==> config.mk <==
export PLATFORM = sky130hd
export DESIGN_NAME = rps_arb_flat
export DESIGN_NICKNAME = d
export VERILOG_FILES = /design/src/rtl/rps_pkg.sv /design/src/rtl/rps_arb_if.sv /design/src/rtl/rps_pick.sv /design/src/rtl/rps_arb.sv /design/src/flat_wrapper.sv
export SDC_FILE = /design/constraint.sdc
export NUM_CORES = 1
export LEC_CHECK = 0
export CORE_MARGIN = 4
export CORE_UTILIZATION = 28
export CTS_CLUSTER_SIZE = 25
export DETAILED_ROUTE_END_ITERATION = 10
export PLACE_DENSITY = 0.6
export SYNTH_ARGS = -nofsm -noshare
export SYNTH_HDL_FRONTEND = slang
export SYNTH_SLANG_ARGS = --single-unit
==> constraint.sdc <==
create_clock -name clock -period 3.35 [get_ports clock]
set_clock_uncertainty 0.1 [all_clocks]
set_input_delay 0.67 -clock clock [delete_from_list [all_inputs] [get_ports clock]]
set_output_delay 0.67 -clock clock [all_outputs]
set_load 0.1 [all_outputs]
==> src/rtl/rps_pkg.sv <==
// Shared types and helpers for the rotating-priority arbiter family.
package rps_pkg;

  typedef enum logic {
    RPS_ROTATE = 1'b0,
    RPS_RR     = 1'b1
  } rps_mode_e;

  localparam int RPS_MAX_N = 64;
  localparam int RPS_IDX_W = 6;

  // Callers zero-extend their one-hot vector and truncate the index to their width.
  function automatic logic [RPS_IDX_W-1:0] rps_oh2idx(input logic [RPS_MAX_N-1:0] oh);
    logic [RPS_IDX_W-1:0] idx;
    idx = '0;
    for (int unsigned i = 0; i < RPS_MAX_N; i++) begin
      if (oh[i]) idx |= RPS_IDX_W'(i);
    end
    return idx;
  endfunction

endpackage

==> src/rtl/rps_arb_if.sv <==
// Request/grant bundle between requesters (master) and the arbiter (slave).
interface rps_arb_if #(parameter int N = 4);
  import rps_pkg::*;

  localparam int IW = $clog2(N);

  logic [N-1:0]  req;
  logic          en;
  rps_mode_e     mode;
  logic          lock;
  logic [N-1:0]  gnt;
  logic          gnt_valid;
  logic [IW-1:0] gnt_idx;
  logic [IW-1:0] ptr;

  modport master (output req, en, mode, lock,
                  input  gnt, gnt_valid, gnt_idx, ptr);
  modport slave  (input  req, en, mode, lock,
                  output gnt, gnt_valid, gnt_idx, ptr);
endinterface

==> src/rtl/rps_pick.sv <==
// Combinational rotating-priority search: first set req bit at or above ptr,
// falling back to the lowest set bit overall.
module rps_pick
  import rps_pkg::*;
#(
  parameter  int N  = 4,
  localparam int IW = $clog2(N)
) (
  input  logic [N-1:0]  req,
  input  logic [IW-1:0] ptr,
  output logic [N-1:0]  gnt,
  output logic          gnt_valid,
  output logic [IW-1:0] gnt_idx
);

  logic [N-1:0]           mask;
  logic [N-1:0]           masked;
  logic [N-1:0]           hi_gnt;
  logic [N-1:0]           lo_gnt;
  logic [RPS_MAX_N-1:0]   oh_ext;
  logic [RPS_IDX_W-1:0]   idx_full;

  always_comb begin
    mask = '0;
    for (int unsigned i = 0; i < N; i++) begin
      mask[i] = (IW'(i) >= ptr);
    end
    masked = req & mask;
    // x & -x isolates the lowest set bit without a serial scan.
    hi_gnt = masked & (~masked + N'(1));
    lo_gnt = req & (~req + N'(1));
    gnt       = (|masked) ? hi_gnt : lo_gnt;
    gnt_valid = |req;
    oh_ext          = '0;
    oh_ext[N-1:0]   = gnt;
    idx_full        = rps_oh2idx(oh_ext);
    gnt_idx         = idx_full[IW-1:0];
  end

endmodule

==> src/rtl/rps_arb.sv <==
// N-way rotating-priority arbiter with free-running or round-robin pointer
// and an optional grant lock.
module rps_arb
  import rps_pkg::*;
#(
  parameter int N = 4
) (
  input logic       clock,
  input logic       reset,
  rps_arb_if.slave  bus
);

  localparam int IW = $clog2(N);

  logic [IW-1:0] ptr_q, ptr_d;
  logic          held_vld_q, held_vld_d;
  logic [IW-1:0] held_idx_q, held_idx_d;

  logic [N-1:0]  pick_gnt;
  logic          pick_valid;
  logic [IW-1:0] pick_idx;

  logic [N-1:0]  gnt;
  logic          gnt_valid;
  logic [IW-1:0] gnt_idx;

  rps_pick #(.N(N)) u_pick (
    .req       (bus.req),
    .ptr       (ptr_q),
    .gnt       (pick_gnt),
    .gnt_valid (pick_valid),
    .gnt_idx   (pick_idx)
  );

  always_comb begin
    gnt     = '0;
    gnt_idx = '0;
    if (bus.en) begin
      // A held requester that drops req falls straight through to the search.
      if (held_vld_q && bus.req[held_idx_q]) begin
        gnt[held_idx_q] = 1'b1;
        gnt_idx         = held_idx_q;
      end else if (pick_valid) begin
        gnt     = pick_gnt;
        gnt_idx = pick_idx;
      end
    end
    gnt_valid = |gnt;

    ptr_d = ptr_q;
    if (bus.mode == RPS_ROTATE) begin
      ptr_d = ptr_q + 1'b1;
    end else if (gnt_valid) begin
      ptr_d = gnt_idx + 1'b1;
    end

    held_vld_d = gnt_valid && bus.lock;
    held_idx_d = held_vld_d ? gnt_idx : held_idx_q;
  end

  always_ff @(posedge clock) begin
    if (reset) begin
      ptr_q      <= '0;
      held_vld_q <= 1'b0;
      held_idx_q <= '0;
    end else begin
      ptr_q      <= ptr_d;
      held_vld_q <= held_vld_d;
      held_idx_q <= held_idx_d;
    end
  end

  assign bus.gnt       = gnt;
  assign bus.gnt_valid = gnt_valid;
  assign bus.gnt_idx   = gnt_idx;
  assign bus.ptr       = ptr_q;

  a_gnt_onehot0: assert property (@(posedge clock) $onehot0(gnt));
  a_gnt_valid:   assert property (@(posedge clock) gnt_valid == (|gnt));
  a_gnt_subset:  assert property (@(posedge clock) (gnt & ~bus.req) == '0);

endmodule

==> src/flat_wrapper.sv <==
// flat-port wrapper written by rule: the top's interface ports become plain ports
module rps_arb_flat import rps_pkg::*;
#(
  parameter int N = 4
)
  (clock, reset, bus_req, bus_en, bus_mode, bus_lock, bus_gnt, bus_gnt_valid, bus_gnt_idx, bus_ptr);
  rps_arb_if #(.N(N)) bus_i ();
  input logic clock;
  input logic reset;
  input wire logic [$bits(bus_i.req)-1:0] bus_req;
  input wire logic [$bits(bus_i.en)-1:0] bus_en;
  input wire logic [$bits(bus_i.mode)-1:0] bus_mode;
  input wire logic [$bits(bus_i.lock)-1:0] bus_lock;
  output wire logic [$bits(bus_i.gnt)-1:0] bus_gnt;
  output wire logic [$bits(bus_i.gnt_valid)-1:0] bus_gnt_valid;
  output wire logic [$bits(bus_i.gnt_idx)-1:0] bus_gnt_idx;
  output wire logic [$bits(bus_i.ptr)-1:0] bus_ptr;
  assign bus_i.req = bus_req;
  assign bus_i.en = bus_en;
  assign bus_i.mode = bus_mode;
  assign bus_i.lock = bus_lock;
  assign bus_gnt = bus_i.gnt;
  assign bus_gnt_valid = bus_i.gnt_valid;
  assign bus_gnt_idx = bus_i.gnt_idx;
  assign bus_ptr = bus_i.ptr;
  rps_arb #(.N(N)) u_core (.clock(clock), .reset(reset), .bus(bus_i));
endmodule
# After elaboration in Yosys (flattened, before gate mapping)
# Index checks and enable logic that the tools add are counted.
word_totals:
  in_bits: 9
  wordCells: 41
  ff_bits: 5
  out_inout_bits: 9
op_classes:
  muxes: 16
  magnitude_cmp: 6
  add_sub_neg: 4
  n_reduce_logical: 6
  eq_ne: 1
  n_bitwise: 5
ops:
  columns: ["op", "n"]
  rows:
  - ["4-bit 2-to-1 mux", 4]
  - ["2-bit 2-to-1 mux", 7]
  - ["4-bit AND", 3]
  - ["4-bit OR reduction", 3]
  - ["4-bit by 1-bit adder with 4-bit output, second input constant", 2]
  - ["4-bit inverter", 2]
  - ["2-bit by 1-bit adder with 2-bit output, second input constant", 2]
  - ["1-bit by 2-bit greater-or-equal comparator with 1-bit output, first input constant", 2]
  - ["2-bit greater-or-equal comparator, first input constant", 2]
  - ["1-bit logical AND", 3]
  - ["2-bit by 3-bit less-than comparator with 1-bit output, second input constant", 1]
  - ["1-bit 2-to-1 mux", 3]
  - ["1-bit binary-select mux with 2-bit select", 1]
  - ["1-bit demux with 2-bit select", 1]
  - ["2-bit by 1-bit greater-or-equal comparator with 1-bit output, second input constant", 1]
  - ["2-bit by 1-bit inequality test with 1-bit output, second input constant", 1]

# Logic depth before layout (Yosys ltp)
logic_depth:
  depth_word: 15
  mapped_depth: 7
  mapped_depth_nobuf: 6

# Hierarchy
# Synthesis repeated with hierarchy kept, for this count alone.
unflattened:
  hier_cells: 102
  hier_area_um2: 820.8
modules_own_cells:
  columns: ["module", "cells_per_inst", "seq_area_each_um2", "area_per_inst_um2", "instances"]
  rows:
  - ["rps_arb", 68, 100.1, 601.8, 1]
  - ["rps_pick", 34, 0.0, 219.0, 1]

# Worst setup path before layout
# OpenSTA, ideal clock, no wires.
synth_timing:
  path_type: "register -> output"
  from: "register u_core.ptr_q[1], in the netlist u_core.bus.ptr[1]"
  to: "output bus_gnt[3]"
  required_time_ns: 2.580
  n_path_buf: 1
  path_stages_with_launch: 8
  arrival_time_ns: 3.093
  path_slack_ns: -0.513
  cell_sequence: "dfxtp_1 > buf_2 > inv_1 > a21oi_1 > o221ai_1 > nor2_1 > a31oi_1 > nor2b_1"
synth_via:
  elab_chain_cells: 9
  word_cells_on_any_way: 13
  classes_between: "add/sub: 1; order compare: 4; mux: 4; bitwise: 3; reduce/logical: 1"
synth_rtl:
  columns: ["element", "line", "source"]
  rows:
  - ["start: declaration", "rps_arb.sv:15", "logic [IW-1:0] ptr_q, ptr_d;"]
  - ["start signal: assignment", "rps_arb.sv:67", "ptr_q <= ptr_d;"]
  - ["1-bit by 2-bit greater-or-equal comparator with 1-bit output or 2-bit greater-or-equal comparator (tied branches)", "rps_pick.sv:26", "mask[i] = (IW'(i) >= ptr);"]
  - ["4-bit AND (*)", "rps_pick.sv:28", "masked = req & mask;"]
  - ["4-bit inverter", "rps_pick.sv:30", "hi_gnt = masked & (~masked + N'(1));"]
  - ["4-bit by 1-bit adder with 4-bit output", "rps_pick.sv:30", null]
  - ["4-bit AND", "rps_pick.sv:30", null]
  - ["4-bit 2-to-1 mux (*)", "rps_pick.sv:32", "gnt = (|masked) ? hi_gnt : lo_gnt;"]
  - ["4-bit 2-to-1 mux (*)", "rps_arb.sv:43", "end else if (pick_valid) begin"]
  - ["4-bit 2-to-1 mux (*)", "rps_arb.sv:40", "if (held_vld_q && bus.req[held_idx_q]) begin"]
  - ["4-bit 2-to-1 mux (*)", "rps_arb.sv:38", "if (bus.en) begin"]
  - ["end: declaration", "flat_wrapper.sv:14", "output wire logic [$bits(bus_i.gnt)-1:0] bus_gnt;"]
# Mark *: on every way between the ends. The rest lies on a longest branch, timed or not.

# Worst setup path after layout
layout_timing:
  from: "input bus_req[0]"
  to: "output bus_gnt[1]"
layout_via:
  elab_chain_cells: 8
  word_cells_on_any_way: 16
  classes_between: "add/sub: 2; mux: 6; bitwise: 5; reduce/logical: 3"
layout_rtl:
  columns: ["element", "line", "source"]
  rows:
  - ["start: declaration", "flat_wrapper.sv:10", "input wire logic [$bits(bus_i.req)-1:0] bus_req;"]
  - ["4-bit AND", "rps_pick.sv:28", null]
  - ["4-bit inverter", "rps_pick.sv:30", null]
  - ["4-bit by 1-bit adder with 4-bit output", "rps_pick.sv:30", null]
  - ["4-bit AND", "rps_pick.sv:30", null]
  - ["4-bit 2-to-1 mux", "rps_pick.sv:32", null]
  - ["4-bit 2-to-1 mux", "rps_arb.sv:43", null]
  - ["4-bit 2-to-1 mux (*)", "rps_arb.sv:40", null]
  - ["4-bit 2-to-1 mux (*)", "rps_arb.sv:38", null]
# Mark *: on every way between the ends. The rest lies on a longest branch, timed or not. The select of a mux whose other input is x is not followed.

==> reports/summary.txt <==
Endpoint with the worst hold slack -> u_core.held_idx_q[0]$_SDFFE_PP0P_
H-tree Lvls -> 1
Critical R2R Launch -> u_core.bus.ptr[1]$_SDFFE_PP0P_
Synthesized instance count -> 84
Tightest slew margin relative to the limit -> 71.7%
N_diodes -> 0
Crit path max-delay cell type -> sky130_fd_sc_hd__clkdlybuf4s50_1
Actual transition at the worst max-transition pin -> 0.425 ns
Peak supply drop -> 0.186 mV
GRT overflow -> 0
Number of buffers inserted during clock tree synthesis -> 3
Number of hold-slack violations in the final timing report -> 0
Clock latency on the worst-skew pair -> 0.24 ns
Area enclosed by the die boundary -> 2910 sq um
Crit start category -> input pin
Final layout net count -> 110
Count of final setup violators -> 0
Cell depth of the worst min-delay path -> 2
Number of max-capacitance violations reported -> 0
Maximum clock insertion buffer count -> 2
Number of iterations in the first detailed-routing pass -> 4
Period Utilization, post-route -> 94.9%
Per-instance average area after synthesis -> 7.05 sq um
Startpoint of the worst hold path -> u_core.held_idx_q[0]$_SDFFE_PP0P_
P per Cell Area -> 365 nW/um^2
Die Wd -> 54.0 um
Number of gates on the worst path with buffers counted -> 7
Type of the worst min-delay path -> reg2reg
Clock Root Buffer -> sky130_fd_sc_hd__clkbuf_4
Number of rows created at floorplan -> 16
Shortest period the worst path allows -> 3.18 ns
Port buffer count -> 17
Share of cells above drive strength 1 -> 24.0%
Family with the most delay on the worst path -> buffers and inverters
Antenna Violating Nets Remaining -> 0
Number of antenna violations at the first check in global routing -> 0
Synthesized Nets -> 93
Worst stage delay on the critical path -> 0.50 ns
Clock tree from TritonCTS -> done
Result of the run -> finished clean
Worst reg2reg path depth -> 7
Ports placed on the boundary -> 18
Pins over their slew limit -> 0
Unique cell type count in the Yosys netlist -> 32
Floorplan die height -> 54.0 um
Cell occurring most often along the worst timing path -> sky130_fd_sc_hd__nor2_1
Series of cell instances along the critical path -> clkdlybuf4s50_1 -> mux2i_2 -> nor2_1 -> nor2_1 -> o2111ai_1 -> a21boi_2 -> buf_12
Mapped Area -> 592 sq um
Total via count in the routed design -> 674
Number of DRC markers after the initial detailed-route iteration -> 17
Maximum net fanout on the critical path -> 5
Largest net degree at the start of global routing -> 14
Unrepaired setup endpoints after global routing -> false
Area growth syn-to-layout -> 48.2%
Worst setup EP type -> output pin
Post-Place Worst Slack -> 0.185 ns
Peak Freq -> 0.314 GHz
Required time of the worst setup path -> 2.58 ns
Total setup buffers inserted after CTS -> 0
CP Buf/Inv Count -> 2
Leakage power -> 0.336 nW
Mean routed wirelength per cell -> 12.2 um
Total of cells resized after clock tree synthesis -> 0
Final Total Pwr -> 0.321 mW
Placed wire-length estimate -> 1230 um
Effective utilization at floorplan -> 29.9%
Clk pin slew, worst setup/hold paths -> 0.04 ns
Total detailed-routing wirelength -> 1550 um
Vias in the first global route -> 587
Final Core Density -> 44.3%
Routed vias/inst -> 5.31
Count of synthesis-stage warnings from yosys -> 0
Hold_buf cts -> 0
Global-route wire length before repair -> 2730 um
Total GRT Usage -> 12.8%
Register bit count reported by yosys -> 5
Post-route setup TNS -> 0 ns
Worst r2r dst -> u_core.bus.ptr[1]$_SDFFE_PP0P_
Crit path setup slack, layout -> 0.170 ns
Post-route DRC violation count -> 0
Standard cell core area -> 1980 sq um
Type of the worst setup path -> in2out
Clock Sinks -> 5
Slack of the worst reg-to-reg path -> 1.25 ns
Post-synthesis sequential area ratio -> 16.9%
Arrival time reported for the critical path endpoint -> 2.41 ns
RD Place Congestion -> 0.839
[flip-flops by register name (all words and copies together) (netlist names)]
register,count
u_core.bus.ptr,2
u_core.held_idx_q,2
u_core.held_vld_q,1
[metrics by stage]
| step | hold slack [ns] | instances | cell area (sq um) |
|---|---|---|---|
| floorplan | 0.437 | 84 | 606 |
| global placement | 0.486 | 123 | 851 |
| detailed placement | 0.524 | 123 | 851 |
| CTS | 0.532 | 127 | 877 |
| global route | 0.587 | 127 | 877 |
| finish | 0.523 | 127 | 877 |
[how the worst max path moves through the flow]
stage / to / slack (ns) / startpoint
2_1_floorplan: bus_gnt[3] / 0.008 / u_core.bus.ptr[1]$_SDFFE_PP0P_
3_3_place_gp: bus_gnt[1] / 0.17 / bus_req[0]
3_5_place_dp: bus_gnt[1] / 0.18 / bus_req[0]
4_1_cts: bus_gnt[1] / 0.17 / bus_req[0]
5_1_grt: bus_gnt[1] / 0.07 / bus_req[0]
6_report: bus_gnt[1] / 0.17 / bus_req[0]
[report_power, final]
| part | internal (mW) | switching, mW | leakage (nW) |
|---|---|---|---|
| clock | 0.0450 | 0.0235 | 0.0150 |
| combinational | 0.0658 | 0.111 | 0.280 |
| sequential | 0.0641 | 0.0109 | 0.0411 |
[synth_stat cells]
library cell	n	area [sq um]
sky130_fd_sc_hd__o21ai_0	4	20.0
sky130_fd_sc_hd__a31oi_1	2	12.5
sky130_fd_sc_hd__a311oi_1	1	8.76
sky130_fd_sc_hd__a21boi_1	2	15.0
sky130_fd_sc_hd__nor2b_1	2	12.5
sky130_fd_sc_hd__a311o_1	1	10.0
sky130_fd_sc_hd__o22ai_4	1	20.0
sky130_fd_sc_hd__nor3b_1	1	7.51
sky130_fd_sc_hd__mux2i_1	2	20.0
sky130_fd_sc_hd__a21o_1	3	22.5
sky130_fd_sc_hd__a32oi_1	1	8.76
sky130_fd_sc_hd__a21oi_1	7	35.0
sky130_fd_sc_hd__nand3b_1	1	7.51
sky130_fd_sc_hd__nor2_1	15	56.3
sky130_fd_sc_hd__nand2b_1	2	12.5
sky130_fd_sc_hd__a221oi_2	1	15.0
sky130_fd_sc_hd__and2_1	2	12.5
sky130_fd_sc_hd__dfxtp_1	5	100
sky130_fd_sc_hd__o21ai_1	3	15.0
sky130_fd_sc_hd__o22ai_1	3	18.8
sky130_fd_sc_hd__and3b_1	1	8.76
sky130_fd_sc_hd__and3_1	1	6.26
sky130_fd_sc_hd__mux2i_4	1	22.5
sky130_fd_sc_hd__clkbuf_2	1	5.00
sky130_fd_sc_hd__nand2_1	7	26.3
sky130_fd_sc_hd__o2bb2ai_1	1	8.76
sky130_fd_sc_hd__mux2i_2	1	13.8
sky130_fd_sc_hd__o221ai_1	1	8.76
sky130_fd_sc_hd__o2111ai_1	1	8.76
sky130_fd_sc_hd__inv_1	3	11.3
sky130_fd_sc_hd__buf_2	6	30.0
sky130_fd_sc_hd__buf_6	1	11.3
[worst register-to-register path, stage by stage (launching register included)]
cell and delay (ns):
sky130_fd_sc_hd__dfxtp_1 0.57, sky130_fd_sc_hd__mux2i_1 0.23, sky130_fd_sc_hd__o22ai_1 0.10, sky130_fd_sc_hd__o22ai_1 0.19, sky130_fd_sc_hd__and3b_1 0.27, sky130_fd_sc_hd__buf_4 0.14, sky130_fd_sc_hd__nor2_1 0.04, sky130_fd_sc_hd__a311o_1 0.34
[area by class of cell]
class | count | area, sq um
flip-flops and latches | 5 | 100
inverters | 3 | 11.3
clock buffers | 4 | 26.3
fillers | 195 | 1100
well taps | 27 | 33.8
repair buffers | 20 | 258
multi-input cells | 68 | 448
[cells in the final DEF, fill, tap and decap left out, types with 2 or more instances in the layout]
master                            instances
sky130_fd_sc_hd__a21boi_2                 2
sky130_fd_sc_hd__a21oi_1                  7
sky130_fd_sc_hd__dfxtp_1                  5
sky130_fd_sc_hd__a21o_1                   3
sky130_fd_sc_hd__buf_12                   7
sky130_fd_sc_hd__nor2_1                  15
sky130_fd_sc_hd__buf_4                    5
sky130_fd_sc_hd__clkbuf_4                 3
sky130_fd_sc_hd__o21ai_0                  4
sky130_fd_sc_hd__inv_1                    3
sky130_fd_sc_hd__clkdlybuf4s50_1          8
sky130_fd_sc_hd__mux2i_1                  2
sky130_fd_sc_hd__a31oi_1                  2
sky130_fd_sc_hd__o21ai_1                  3
sky130_fd_sc_hd__o22ai_1                  3
sky130_fd_sc_hd__nor2b_2                  2
sky130_fd_sc_hd__nand2b_1                 2
sky130_fd_sc_hd__nand2_1                  7
[routing by layer]
layer | track usage (%) | share of wire (%) | vias to the layer above
li1 | - | - | 336
met1 | 17.2 | 47 | 317
met2 | 18.8 | 47 | 19
met3 | 2.49 | 5.2 | 2
met4 | 7.47 | 0.64 | 0
met5 | 0 | 0 | -
[logic make-up after synthesis]
family,count (synthesis),synth area share [%]
DFF,5,16.9
muxes,4,9.51
buffers and inverters,11,9.72
and+or+nand+nor,32,25.4
AOI/OAI and AO/OA,32,38.5
(Power assumes the default switching activity.)
